$ cat src/rtl/rcpu_datapath_hs_pkg.sv
// Shared encodings for the handshaked RCPU datapath:
// operand/address source selects and memory FSM states.
package rcpu_datapath_hs_pkg;

  typedef enum logic [1:0] {
    ALUA_ZERO = 2'd0,
    ALUA_REG  = 2'd1,
    ALUA_PC   = 2'd2,
    ALUA_V    = 2'd3
  } alua_src_e;

  typedef enum logic [2:0] {
    ALUB_ZERO  = 3'd0,
    ALUB_REG   = 3'd1,
    ALUB_SEXT8 = 3'd2,
    ALUB_ZEXT  = 3'd3,
    ALUB_ONE   = 3'd4
  } alub_src_e;

  typedef enum logic [1:0] {
    ADDR_PC   = 2'd0,
    ADDR_REG  = 2'd1,
    ADDR_ALU  = 2'd2,
    ADDR_PC2  = 2'd3
  } addr_src_e;

  typedef enum logic {
    ST_IDLE = 1'b0,
    ST_BUSY = 1'b1
  } state_e;

  localparam logic WDATA_ALU = 1'b0;
  localparam logic WDATA_R   = 1'b1;

  function automatic int cnt_width(input int t);
    return (t < 1) ? 1 : $clog2(t + 1);
  endfunction

endpackage

$ cat src/rtl/rcpu_datapath_hs_regfile.sv
// 2R/1W register file; out-of-range selects read 0
// and never write.
module rcpu_regfile #(
  parameter int M    = 16,
  parameter int NREG = 4,
  parameter int RS   = $clog2(NREG)
) (
  input  logic          clk,
  input  logic          rst_n,
  input  logic          we,
  input  logic [RS-1:0] wsel,
  input  logic [M-1:0]  wdata,
  input  logic [RS-1:0] asel,
  input  logic [RS-1:0] bsel,
  output logic [M-1:0]  adata,
  output logic [M-1:0]  bdata
);

  logic [M-1:0] mem_q [NREG];
  logic [M-1:0] mem_d [NREG];

  always_comb begin
    for (int i = 0; i < NREG; i++) begin
      mem_d[i] = mem_q[i];
      if (we && wsel == RS'(i)) mem_d[i] = wdata;
    end
  end

  always_ff @(posedge clk or negedge rst_n) begin
    if (!rst_n) begin
      for (int i = 0; i < NREG; i++) mem_q[i] <= '0;
    end else begin
      for (int i = 0; i < NREG; i++) mem_q[i] <= mem_d[i];
    end
  end

  always_comb begin
    adata = '0;
    bdata = '0;
    for (int i = 0; i < NREG; i++) begin
      if (asel == RS'(i)) adata = mem_q[i];
      if (bsel == RS'(i)) bdata = mem_q[i];
    end
  end

endmodule

$ cat src/rtl/rcpu_register.sv
// Enabled W-bit register with async active-low clear.
module rcpu_register #(
  parameter int W = 16
) (
  input  logic         clk,
  input  logic         rst_n,
  input  logic         en,
  input  logic [W-1:0] d,
  output logic [W-1:0] q
);

  logic [W-1:0] q_q, q_d;

  always_comb begin
    q_d = q_q;
    if (en) q_d = d;
  end

  always_ff @(posedge clk or negedge rst_n) begin
    if (!rst_n) q_q <= '0;
    else        q_q <= q_d;
  end

  assign q = q_q;

endmodule

$ cat src/rtl/rcpu_datapath_hs.sv
// RCPU datapath with req/ack memory handshake,
// controller stall and sticky bus timeout.
module rcpu_datapath_hs
  import rcpu_datapath_hs_pkg::*;
#(
  parameter int M       = 16,
  parameter int NREG    = 4,
  parameter int TIMEOUT = 15,
  parameter int RS      = $clog2(NREG)
) (
  input  logic          clk,
  input  logic          rst,
  input  logic          ctrl_en_ir,
  input  logic          ctrl_en_v,
  input  logic          ctrl_en_r,
  input  logic          ctrl_en_pc,
  input  logic          ctrl_reg_we,
  input  logic [RS-1:0] ctrl_wsel,
  input  logic [RS-1:0] ctrl_asel,
  input  logic [RS-1:0] ctrl_bsel,
  input  logic [1:0]    ctrl_alua_src,
  input  logic [2:0]    ctrl_alub_src,
  input  logic [1:0]    ctrl_addr_src,
  input  logic          ctrl_wdata_src,
  input  logic          ctrl_mem_rd,
  input  logic          ctrl_mem_wr,
  input  logic          ctrl_en_f,
  input  logic          ctrl_src_f,
  input  logic [3:0]    ctrl_alt_f,
  output logic [M-1:0]  alu_a,
  output logic [M-1:0]  alu_b,
  input  logic [M-1:0]  alu_y,
  input  logic [3:0]    alu_flags,
  output logic [M-1:0]  opcode,
  output logic [3:0]    flags,
  output logic          stall,
  output logic          mem_req,
  output logic          mem_we,
  output logic [M-1:0]  mem_addr,
  output logic [M-1:0]  mem_wdata,
  input  logic [M-1:0]  mem_rdata,
  input  logic          mem_ack,
  output logic          bus_err
);

  localparam int CW = cnt_width(TIMEOUT);

  state_e        state_q, state_d;
  logic [CW-1:0] cnt_q, cnt_d;
  logic          req_q, req_d;
  logic          we_q, we_d;
  logic [M-1:0]  addr_q, addr_d;
  logic [M-1:0]  wdata_q, wdata_d;
  logic          berr_q, berr_d;

  logic [M-1:0] pc_q, ir_q, v_q, r_q;
  logic [3:0]   f_q, f_in;
  logic [M-1:0] ra, rb, addr_sel, wdata_sel;
  logic         done, timeout, rd_done;

  always_comb begin
    unique case (addr_src_e'(ctrl_addr_src))
      ADDR_REG: addr_sel = ra;
      ADDR_ALU: addr_sel = alu_y;
      default:  addr_sel = pc_q;
    endcase
    wdata_sel = (ctrl_wdata_src == WDATA_R) ? r_q : alu_y;
  end

  always_comb begin
    state_d = state_q;
    cnt_d   = cnt_q;
    req_d   = req_q;
    we_d    = we_q;
    addr_d  = addr_q;
    wdata_d = wdata_q;
    berr_d  = berr_q;
    stall   = 1'b0;
    done    = 1'b0;
    timeout = 1'b0;
    case (state_q)
      ST_IDLE: begin
        if (ctrl_mem_rd || ctrl_mem_wr) begin
          stall   = 1'b1;
          state_d = ST_BUSY;
          cnt_d   = '0;
          req_d   = 1'b1;
          we_d    = ctrl_mem_wr;
          addr_d  = addr_sel;
          wdata_d = wdata_sel;
        end
      end
      ST_BUSY: begin
        cnt_d   = cnt_q + CW'(1);
        timeout = (TIMEOUT != 0) && (cnt_d == CW'(TIMEOUT));
        // ack in the timeout cycle still completes normally
        if (mem_ack) begin
          done    = 1'b1;
          req_d   = 1'b0;
          state_d = ST_IDLE;
        end else if (timeout) begin
          req_d   = 1'b0;
          berr_d  = 1'b1;
          state_d = ST_IDLE;
        end else begin
          stall = 1'b1;
        end
      end
      default: state_d = ST_IDLE;
    endcase
  end

  always_ff @(posedge clk or negedge rst) begin
    if (!rst) begin
      state_q <= ST_IDLE;
      cnt_q   <= '0;
      req_q   <= 1'b0;
      we_q    <= 1'b0;
      addr_q  <= '0;
      wdata_q <= '0;
      berr_q  <= 1'b0;
    end else begin
      state_q <= state_d;
      cnt_q   <= cnt_d;
      req_q   <= req_d;
      we_q    <= we_d;
      addr_q  <= addr_d;
      wdata_q <= wdata_d;
      berr_q  <= berr_d;
    end
  end

  assign rd_done = done & ~we_q;
  assign f_in    = ctrl_src_f ? ctrl_alt_f : alu_flags;

  rcpu_regfile #(.M(M), .NREG(NREG), .RS(RS)) u_rf (
    .clk   (clk),
    .rst_n (rst),
    .we    (ctrl_reg_we & ~stall),
    .wsel  (ctrl_wsel),
    .wdata (alu_y),
    .asel  (ctrl_asel),
    .bsel  (ctrl_bsel),
    .adata (ra),
    .bdata (rb)
  );

  rcpu_register #(.W(M)) u_pc (
    .clk(clk), .rst_n(rst), .en(ctrl_en_pc & ~stall),
    .d(alu_y), .q(pc_q)
  );

  rcpu_register #(.W(M)) u_r (
    .clk(clk), .rst_n(rst), .en(ctrl_en_r & ~stall),
    .d(alu_y), .q(r_q)
  );

  rcpu_register #(.W(M)) u_ir (
    .clk(clk), .rst_n(rst), .en(rd_done & ctrl_en_ir),
    .d(mem_rdata), .q(ir_q)
  );

  rcpu_register #(.W(M)) u_v (
    .clk(clk), .rst_n(rst), .en(rd_done & ctrl_en_v),
    .d(mem_rdata), .q(v_q)
  );

  rcpu_register #(.W(4)) u_f (
    .clk(clk), .rst_n(rst), .en(ctrl_en_f & ~stall),
    .d(f_in), .q(f_q)
  );

  always_comb begin
    unique case (alua_src_e'(ctrl_alua_src))
      ALUA_REG: alu_a = ra;
      ALUA_PC:  alu_a = pc_q;
      ALUA_V:   alu_a = v_q;
      default:  alu_a = '0;
    endcase
    case (alub_src_e'(ctrl_alub_src))
      ALUB_REG:   alu_b = rb;
      ALUB_SEXT8: alu_b = {{(M-8){ir_q[7]}}, ir_q[7:0]};
      ALUB_ZEXT:  alu_b = {1'b0, ir_q[M-2:0]};
      ALUB_ONE:   alu_b = M'(1);
      default:    alu_b = '0;
    endcase
  end

  assign opcode    = ir_q;
  assign flags     = f_q;
  assign mem_req   = req_q;
  assign mem_we    = we_q;
  assign mem_addr  = addr_q;
  assign mem_wdata = wdata_q;
  assign bus_err   = berr_q;

endmodule

$ cat config.mk
export PLATFORM = sky130hd
export DESIGN_NAME = rcpu_datapath_hs
export DESIGN_NICKNAME = d
export VERILOG_FILES = /design/src/rtl/rcpu_datapath_hs_pkg.sv /design/src/rtl/rcpu_datapath_hs_regfile.sv /design/src/rtl/rcpu_register.sv /design/src/rtl/rcpu_datapath_hs.sv
export SDC_FILE = /design/constraint.sdc
export NUM_CORES = 1
export LEC_CHECK = 0
export ABC_AREA = 1
export ABC_CLOCK_PERIOD_IN_PS = 1700
export CAP_MARGIN = 15
export CORE_MARGIN = 3
export CORE_UTILIZATION = 50
export CTS_CLUSTER_SIZE = 14
export DETAILED_ROUTE_END_ITERATION = 8
export GPL_TIMING_DRIVEN = 0
export PLACE_DENSITY_LB_ADDON = 0.1
export SKIP_LAST_GASP = 1
export SLEW_MARGIN = 5
export SYNTH_ARGS = -nofsm -noshare
export SYNTH_HDL_FRONTEND = slang
export SYNTH_SLANG_ARGS = --single-unit
export TNS_END_PERCENT = 1
$ cat constraint.sdc
create_clock -name clk -period 1.7 [get_ports clk]
set_input_delay 0.34 -clock clk [delete_from_list [all_inputs] [get_ports clk]]
set_output_delay 0.34 -clock clk [all_outputs]
set_load 0.02 [all_outputs]
==> metrics.md, run 1 <==
| Metric | Value |
|---|---|
| Status | complete, but fails checks |
| Failing checks | negative setup slack |
| Met3 Use GR | 4.234% |
| First-pass DRT Iterations | 5 |
| Largest net degree at the start of global routing | 96 |
| Worst Path Arrival | 1710 ps |
| Share of layout cells above drive strength 1 | 17.01% |
| # IOs | 154 |
| Clock Skew | 7.828 ps |
| Endpoints failing hold | 0 |
| Combinational power share | 38.2% |
| Critical Path Fanout Max | 3 |
| Hold Path Class | in -> reg |
| Final worst path period need | 2048 ps |
| Met1 Use GR | 44.26% |
| Crit path max-delay family | compound AO/OA/AOI/OAI gates |
| Area growth from synthesis to layout | 27.99% |
| Yosys reg bits | 172 |
| DRT iter0 DRCs | 896 |
| Post-synth top flop | dfrtp_1 |
| Rows | 48 |
| Setup-failing EPs final | 188 |
| Commonest non-fill, non-tap cell in the layout | nand2_1 |
| Max VDD drop | 0.8760 mV |
| Initial Util | 51.69% |
| Routed Antenna Nets | 0 |
| GR Util met2 | 47.83% |
| Sw frac | 39.19% |
| Synth warnings | 0 |
| Mean post-synth cell area | 7.910 sq um |
| Count of pins over their slew limit | 0 |
| Net switching power | 6.907 mW |
| CTS Root Cell | clkbuf_16 |
| First-pass GRT wire length | 48.49 mm |
| Final Core Density | 66.16% |
| Die width | 140.4 microns |
| Most frequent cells in the layout | nand2_1, dfrtp_1, o21ai_0, clkdlybuf4s50_1, inv_1 |
| N_diodes | 0 |
| Cells after Synth | 1142 |
| Launch instance of the worst register-to-register path | cnt_q[0] |
| Setup slack after layout | -348.3 ps |
| Post-synth EDFFs | 0 |
| Post-DP HPWL | 22.28 mm |
| Clock transition at path regs | 60 ps |
| Slowest stage delay, CP | 410 ps |
| Vias in the first global route | 8688 |
| GPL Wtd Cong | 0.9738 |
| Crit path cell chain | o21ai_0, nand3_1, o21ai_4, o21bai_1, clkdlybuf4s15_2 |
| Clock Latency Late Sink | 440 ps |
| Nets@finish | 1386 |
| Worst slack, placed | -1383 ps |
| Syn_nets | 1212 |
| Critical Path RT | 1360 ps |
| Worst Hold End | u_rf.mem_q[36] |
| Filler cell count | 1494 |
| CTS Buf Count | 17 |
| Library cells used by synthesis | 36 |
| Worst Max-Slew Pin Slew | 733.4 ps |
| Critical path buffers and inverters | 1 |
| Chip height | 140.4 microns |
| CTS tree | done |
| Rel. slew slack | 51.11% |
| Post-Syn Area | 9034 sq um |
| Synth top area cells | dfrtp_1, nand2_1, o21ai_0 |
| Nature of the critical path startpoint | register |
| Grt ovf | 0 |
| Clk pwr share | 22.5% |
| Synth top area share | 47.65% |
| Reg2Reg Depth | 9 |
| Hold Crit Start | alu_y[4] |
| Asr flop ratio synth | 100.0% |
| Total power | 17.63 mW |
| DR WL/cell | 20.08 microns |
| WHS Path Cells | 3 |
| Buffers on Ports | 135 |
| Reg2reg end | u_rf.mem_q[25] |
| DRC violations left | 0 |
| Seq/Total Area, Yosys | 47.65% |
| Initial antenna violation count | 0 |
| # H-tree levels | 4 |
| Max stage delay cell, worst path | dfrtp_1 |
| Cell internal pwr | 10.72 mW |
| Clk buf depth | 2 |
| Top Usage Layer GRT | met2 |
| Routed via count | 8957 |
| Kind of critical path | reg -> out |
| Crit end category | primary output |
| Flop pwr share | 39.3% |
| Fin crit share | 120.5% |
| WL final | 31.20 mm |
| Via/cell ratio | 5.764 |
| Die area | 19720 sq um |
| Gr usage total | 31.68% |
| Total of max-cap violations | 0 |
| Fmax | 488.2 MHz |
| CTS Sinks | 172 |
| Leak Pwr | 5.589 nW |
| Power Density | 1524 nW/um^2 |
| RSZ-0062 raised after global routing | true |
| Synth area leader | dfrtp_1 |
| FF-to-FF setup slack | -310 ps |
| Core area | 17480 sq um |
==> power by group through the flow <==
stage | logic, mW | clock network [mW] | registers (mW)
6_report | 6.74 | 3.96 | 6.93
5_1_grt | 7.35 | 4.13 | 7.08
4_1_cts | 6.65 | 3.96 | 6.86
3_5_place_dp | 6.55 | 0 | 6.91
3_3_place_gp | 6.42 | 0 | 6.89
2_1_floorplan | 3.12 | 0 | 7.28
==> timing repair <==
action | in CTS | in global routing
hold buffers | 1 | 0
buffers inserted | 12 | 5
cloned | 1 | 0
hold endpoints to repair | 94 | 0
setup endpoints to repair | 190 | 254
gates resized for setup | 198 | 43
pin swaps | 14 | 14
==> final cells by class <==
class	instances	area, sq um	area share [%]
clock buffer	19	452.9	3.917
clock inverter	13	140.1	1.212
timing repair buffer	155	1434	12.40
tap	225	281.5	2.435
buffer	79	499.2	4.318
multi-input combinational	806	4128	35.70
inverter	85	322.8	2.792
sequential	172	4304	37.23
==> tightest hold or removal path, delay by kind of cell <==
family        cells  cell delay [ps]
buf+inv           1              180
simple gates      2              150
==> per-layer routing <==
| metal | vias to the layer above | share of wire, % |
|---|---|---|
| met5 | - | 0 |
| met4 | 0 | 5.6 |
| met3 | 120 | 8.4 |
| met2 | 483 | 45 |
| met1 | 4218 | 41 |
| li1 | 4136 | - |
==> cell usage after synthesis (5+ instances only) <==
master and instances:
clkbuf_1 26, nand4_1 65, o21ai_1 10, nor2_1 13, a21oi_1 39, o21bai_1 6
buf_6 13, nand3_1 54, or2_2 5, o21ai_0 131, nand2_1 408, o211ai_1 23
dfrtp_1 172, inv_1 81, buf_2 39, o21ai_2 14
==> registers in the layout, summed over array words and instances, names as in the netlist, 4 cells and up <==
register	count
mem_addr	16
mem_wdata	16
u_rf.mem_q	64
u_pc.q	16
u_f.q	4
u_ir.q	16
u_v.q	16
u_r.q	16
cnt_q	4
==> worst max-delay path by stage <==
| stage | cells past startpoint | endpoint | startpoint |
|---|---|---|---|
| floorplan | 6 | alu_a[2] | ctrl_asel[0] |
| global placement | 1 | u_ir.q[10] | rst |
| detailed placement | 7 | alu_b[12] | ctrl_alub_src[0] |
| CTS | 9 | stall | cnt_q[1] |
| global route | 8 | stall | cnt_q[0] |
| finish | 5 | alu_a[10] | u_rf.mem_q[26] |
==> metrics by stage <==
stage / hold WS (ps) / setup TNS, ps / instances / cell area, sq um
finish: 272.3 / -30590 / 1554 / 11560
CTS: 262.7 / -30040 / 1549 / 11490
global placement: 461.8 / -1294240 / 1502 / 10670
global route: 288.4 / -47240 / 1554 / 11560
detailed placement: 422.6 / -109420 / 1503 / 10700
floorplan: 44.41 / -153.4 / 1142 / 9036
==> logic make-up (layout without fill, tap and decap cells) <==
kind of cell,count (synthesis),in the layout,synth area share [%]
multiplexers,4,4,0.4986
buffers and inverters,164,351,8.435
AND/OR/NAND/NOR,566,566,28.24
adder cells (fa/ha/maj),4,4,0.5540
AO/OA/AOI/OAI,232,232,14.63
flip-flops,172,172,47.65
(Power assumes the default switching activity.)
==> run 2, diff against run 1 <==
- ABC_AREA: 1 -> not set
- CORE_MARGIN: 3 -> 10
- SKIP_LAST_GASP: 1 -> not set
==> run 2 against run 1 <==
  * The run still ends with negative setup slack left
  * Synthesized area shrank 5.9%
  * Largest cell class unchanged
  * Sequential share of layout area grew 1.8 points
  * Clock-buffer cell count increased by 6
  * Maximum frequency shrank 13%
  * Non-clock buffer count down 28
  * Largest power group unchanged
  * Clock skew fell by 0.96 ps
  * Synthesized cell count is 44% lower
  * Via count shrank 33%
  * Critical path depth decreased by 1
==> metrics.md, run 2 <==
| Metric | Value |
|---|---|
| Max VDD drop | 0.8540 mV (-2.5%) |
| Nature of the critical path startpoint | register |
| Setup_tns | -63320 ps (-32730 ps) |
| Crit path cell chain | mux4_2, mux2_2, a22o_1, buf_6 |
| Syn_nets | 712 (-41%) |
| Crit end category | primary output |
| Worst Path Arrival | 2030 ps (+320 ps) |
| CTS Sinks | 172 (unchanged) |
| Post-placement cell count | 1004 (-33%) |
| Simple-gate area share of the yosys netlist | 6.033% (-22 points) |
| Most frequent cells in the layout | dfrtp_1, mux2_2, nand2_1, dlygate4sd2_1, clkdlybuf4s50_1 |
| GPL Wtd Cong | 0.8090 (-17%) |
| Critical Path Fanout Max | 3 (unchanged) |
| Rel. slew slack | 59.81% (+8.7 points) |
| Final Non-Filler Cells | 1048 (-33%) |
| Total of max-cap violations | 0 (unchanged) |
| Cells after Synth | 642 (-44%) |
| DR WL/cell | 22.52 microns (+12%) |
| Fin Hold WS | 276.6 ps (+4.298 ps) |
| Power Density | 1519 nW/um^2 (-0.35%) |
| Kind of critical path | reg -> out |
| Yosys reg bits | 172 (unchanged) |
| Crit path max-delay family | multiplexers |
| Mean post-synth cell area | 13.24 sq um (+67%) |
| WL final | 23.60 mm (-24%) |
| Core area | 16640 sq um (-4.8%) |
| Clock transition at path regs | 60 ps (about the same) |
| Post-DP HPWL | 17.38 mm (-22%) |
| Post-synth EDFFs | 0 (unchanged) |
| Fmax | 422.3 MHz (-13%) |
| Setup slack after layout | -668.0 ps (-319.7 ps) |
| Worst Max-Slew Pin Slew | 602.8 ps (-130.6 ps) |
| Multiplexer share of the synthesized area | 30.96% (+30 points) |
| DRT iter0 DRCs | 399 (-55%) |
| Library cells used by synthesis | 39 (+8.3%) |
| Hold Path Class | in -> reg |
| Failing checks | negative setup slack |
| # H-tree levels | 4 (unchanged) |
| Count of pins over their slew limit | 0 (unchanged) |
| Synth area leader | dfrtp_1 |
| Routed Antenna Nets | 0 (unchanged) |
| Max stage delay cell, worst path | mux4_2 |
| Synth warnings | 0 (unchanged) |
| Placed cell areas | 10290 sq um (-3.9%) |
| Gr usage total | 20.88% (-11 points) |
| Post-Syn Area | 8503 sq um (-5.9%) |
| Max reg flops | 64 (unchanged) |
| Seq/Total Area, Yosys | 50.62% (+3.0 points) |
| Buffers on Ports | 141 (+4.4%) |
| RSZ-0062 raised after global routing | true |
| CP Launch Point | u_rf.mem_q[14] |
| # IOs | 154 (unchanged) |
| Status | complete, but fails checks |
| CTS Root Cell | clkbuf_16 |
| Rows | 47 (-2.1%) |
| Synth Area in Adders | 0.5886% (+0.035 points) |
| Endpoints failing hold | 0 (unchanged) |
| Clock Skew | 6.871 ps (-0.9566 ps) |
| Critical Path RT | 1360 ps (about the same) |
| Commonest non-fill, non-tap cell in the layout | dfrtp_1 |
| Worst slack, placed | -1225 ps (+158.1 ps) |
| Finished Cell Area | 11040 sq um (-4.5%) |
| Commonest cells post-synth | dfrtp_1, mux2_2, nand2_1, mux4_2, clkbuf_1 |
| Hold Crit Start | ctrl_en_f |
| Chip height | 150.4 microns (+7.1%) |
| First-pass DRT Iterations | 4 (-1) |
| XOR/XNOR Fraction of Synth Area | 0.1030% (+0.10 points) |
| CTS tree | done |
| Largest Register | u_rf.mem_q |
| Via/cell ratio | 5.757 (-0.12%) |
| Critical path buffers and inverters | 1 (unchanged) |
| Nets@finish | 886 (-36%) |
| Asr flop ratio synth | 100.0% (unchanged) |
| Count leader, synth | dfrtp_1 |
| Initial antenna violation count | 0 (unchanged) |
| Synth top area share | 50.62% (+3.0 points) |
| Largest net degree at the start of global routing | 95 (-1.0%) |
| Leak Pwr | 4.969 nW (-11%) |
| Setup-failing EPs final | 133 (-29%) |
| First-pass GRT wire length | 36.45 mm (-25%) |
| Clk buf depth | 2 (unchanged) |
| Largest family of logic cells by synthesized area | multiplexers |
| Post-synth top flop | dfrtp_1 |
| DRC violations left | 0 (unchanged) |
| CTS Buf Count | 17 (unchanged) |
| Clock Latency Late Sink | 430 ps (about the same) |
| Share of layout cells above drive strength 1 | 36.23% (+19 points) |
| Final Core Density | 66.33% (+0.18 points) |
| Fin crit share | 139.3% (+19 points) |
| Total power | 16.77 mW (-4.9%) |
| Die width | 150.4 microns (+7.1%) |
| N_diodes | 0 (unchanged) |
| Synth top area cells | dfrtp_1, mux2_2, mux4_2 |
| Vias in the first global route | 6365 (-27%) |
| Compound-Gate Fraction of Synth Area | 8.549% (-6.1 points) |
| Grt ovf | 0 (unchanged) |
| Slowest stage delay, CP | 540 ps (+130 ps) |
| Launch instance of the worst register-to-register path | cnt_q[1] |
| Final worst path period need | 2368 ps (+319.7 ps) |
| Area growth from synthesis to layout | 29.83% |
| Initial Util | 51.09% (-0.60 points) |
| Routed via count | 6033 (-33%) |
| Die area | 22620 sq um (+15%) |
[run 2: final timing paths]
| path | end | slack (ps) | cells past startpoint |
|---|---|---|---|
| setup / recovery | alu_a[14] | -670 | 4 |
| hold / removal | u_f.q[1] | 280 | 2 |
| setup reg to reg | u_rf.mem_q[8] | -610 | 10 |
| hold reg to reg | bus_err | 490 | 1 |
| max in group asynchronous | mem_addr[12] | 330 | 3 |
| min in group asynchronous | cnt_q[3] | 480 | 2 |
[run 2: report_power, final]
group | switching, mW | internal, mW
Combinational | 2.91 | 3.15
Clock | 1.56 | 2.42
Sequential | 1.10 | 5.63
Total | 5.57 | 11.2
[run 2: repair_timing]
item | 4_1_cts | 5_1_grt
pin swaps | 5 | 4
hold buffers | 1 | 0
setup endpoints to repair | 251 | 174
hold endpoints to repair | 78 | 0
setup buffers | 8 | 3
cloned | 1 | 0
resized for setup | 249 | 41
[run 2: layout make-up]
type,count,area (sq um)
Fill cell,1260,5603
Sequential cell,172,4307
Multi-Input combinational cell,412,4108
Timing Repair Buffer,155,1378
Clock buffer,25,485.5
Buffer,51,350.3
Tap cell,220,275.3
Clock inverter,6,110.1
Inverter,7,26.28
[run 2: kinds of logic after synthesis]
kind of cell	count (synthesis)
compound gates	98
xor+xnor	1
fa+ha+maj	4
buf+inv	58
flops	172
mux	201
simple gates	108
[run 2: per-layer routing]
metal	vias up	part of all wire, %	GRT usage, %
met1	3085	45	28.66
met4	0	1.9	6.706
met3	36	6.8	5.312
met2	192	47	31.77
met5	-	0	0
li1	2720	-	-
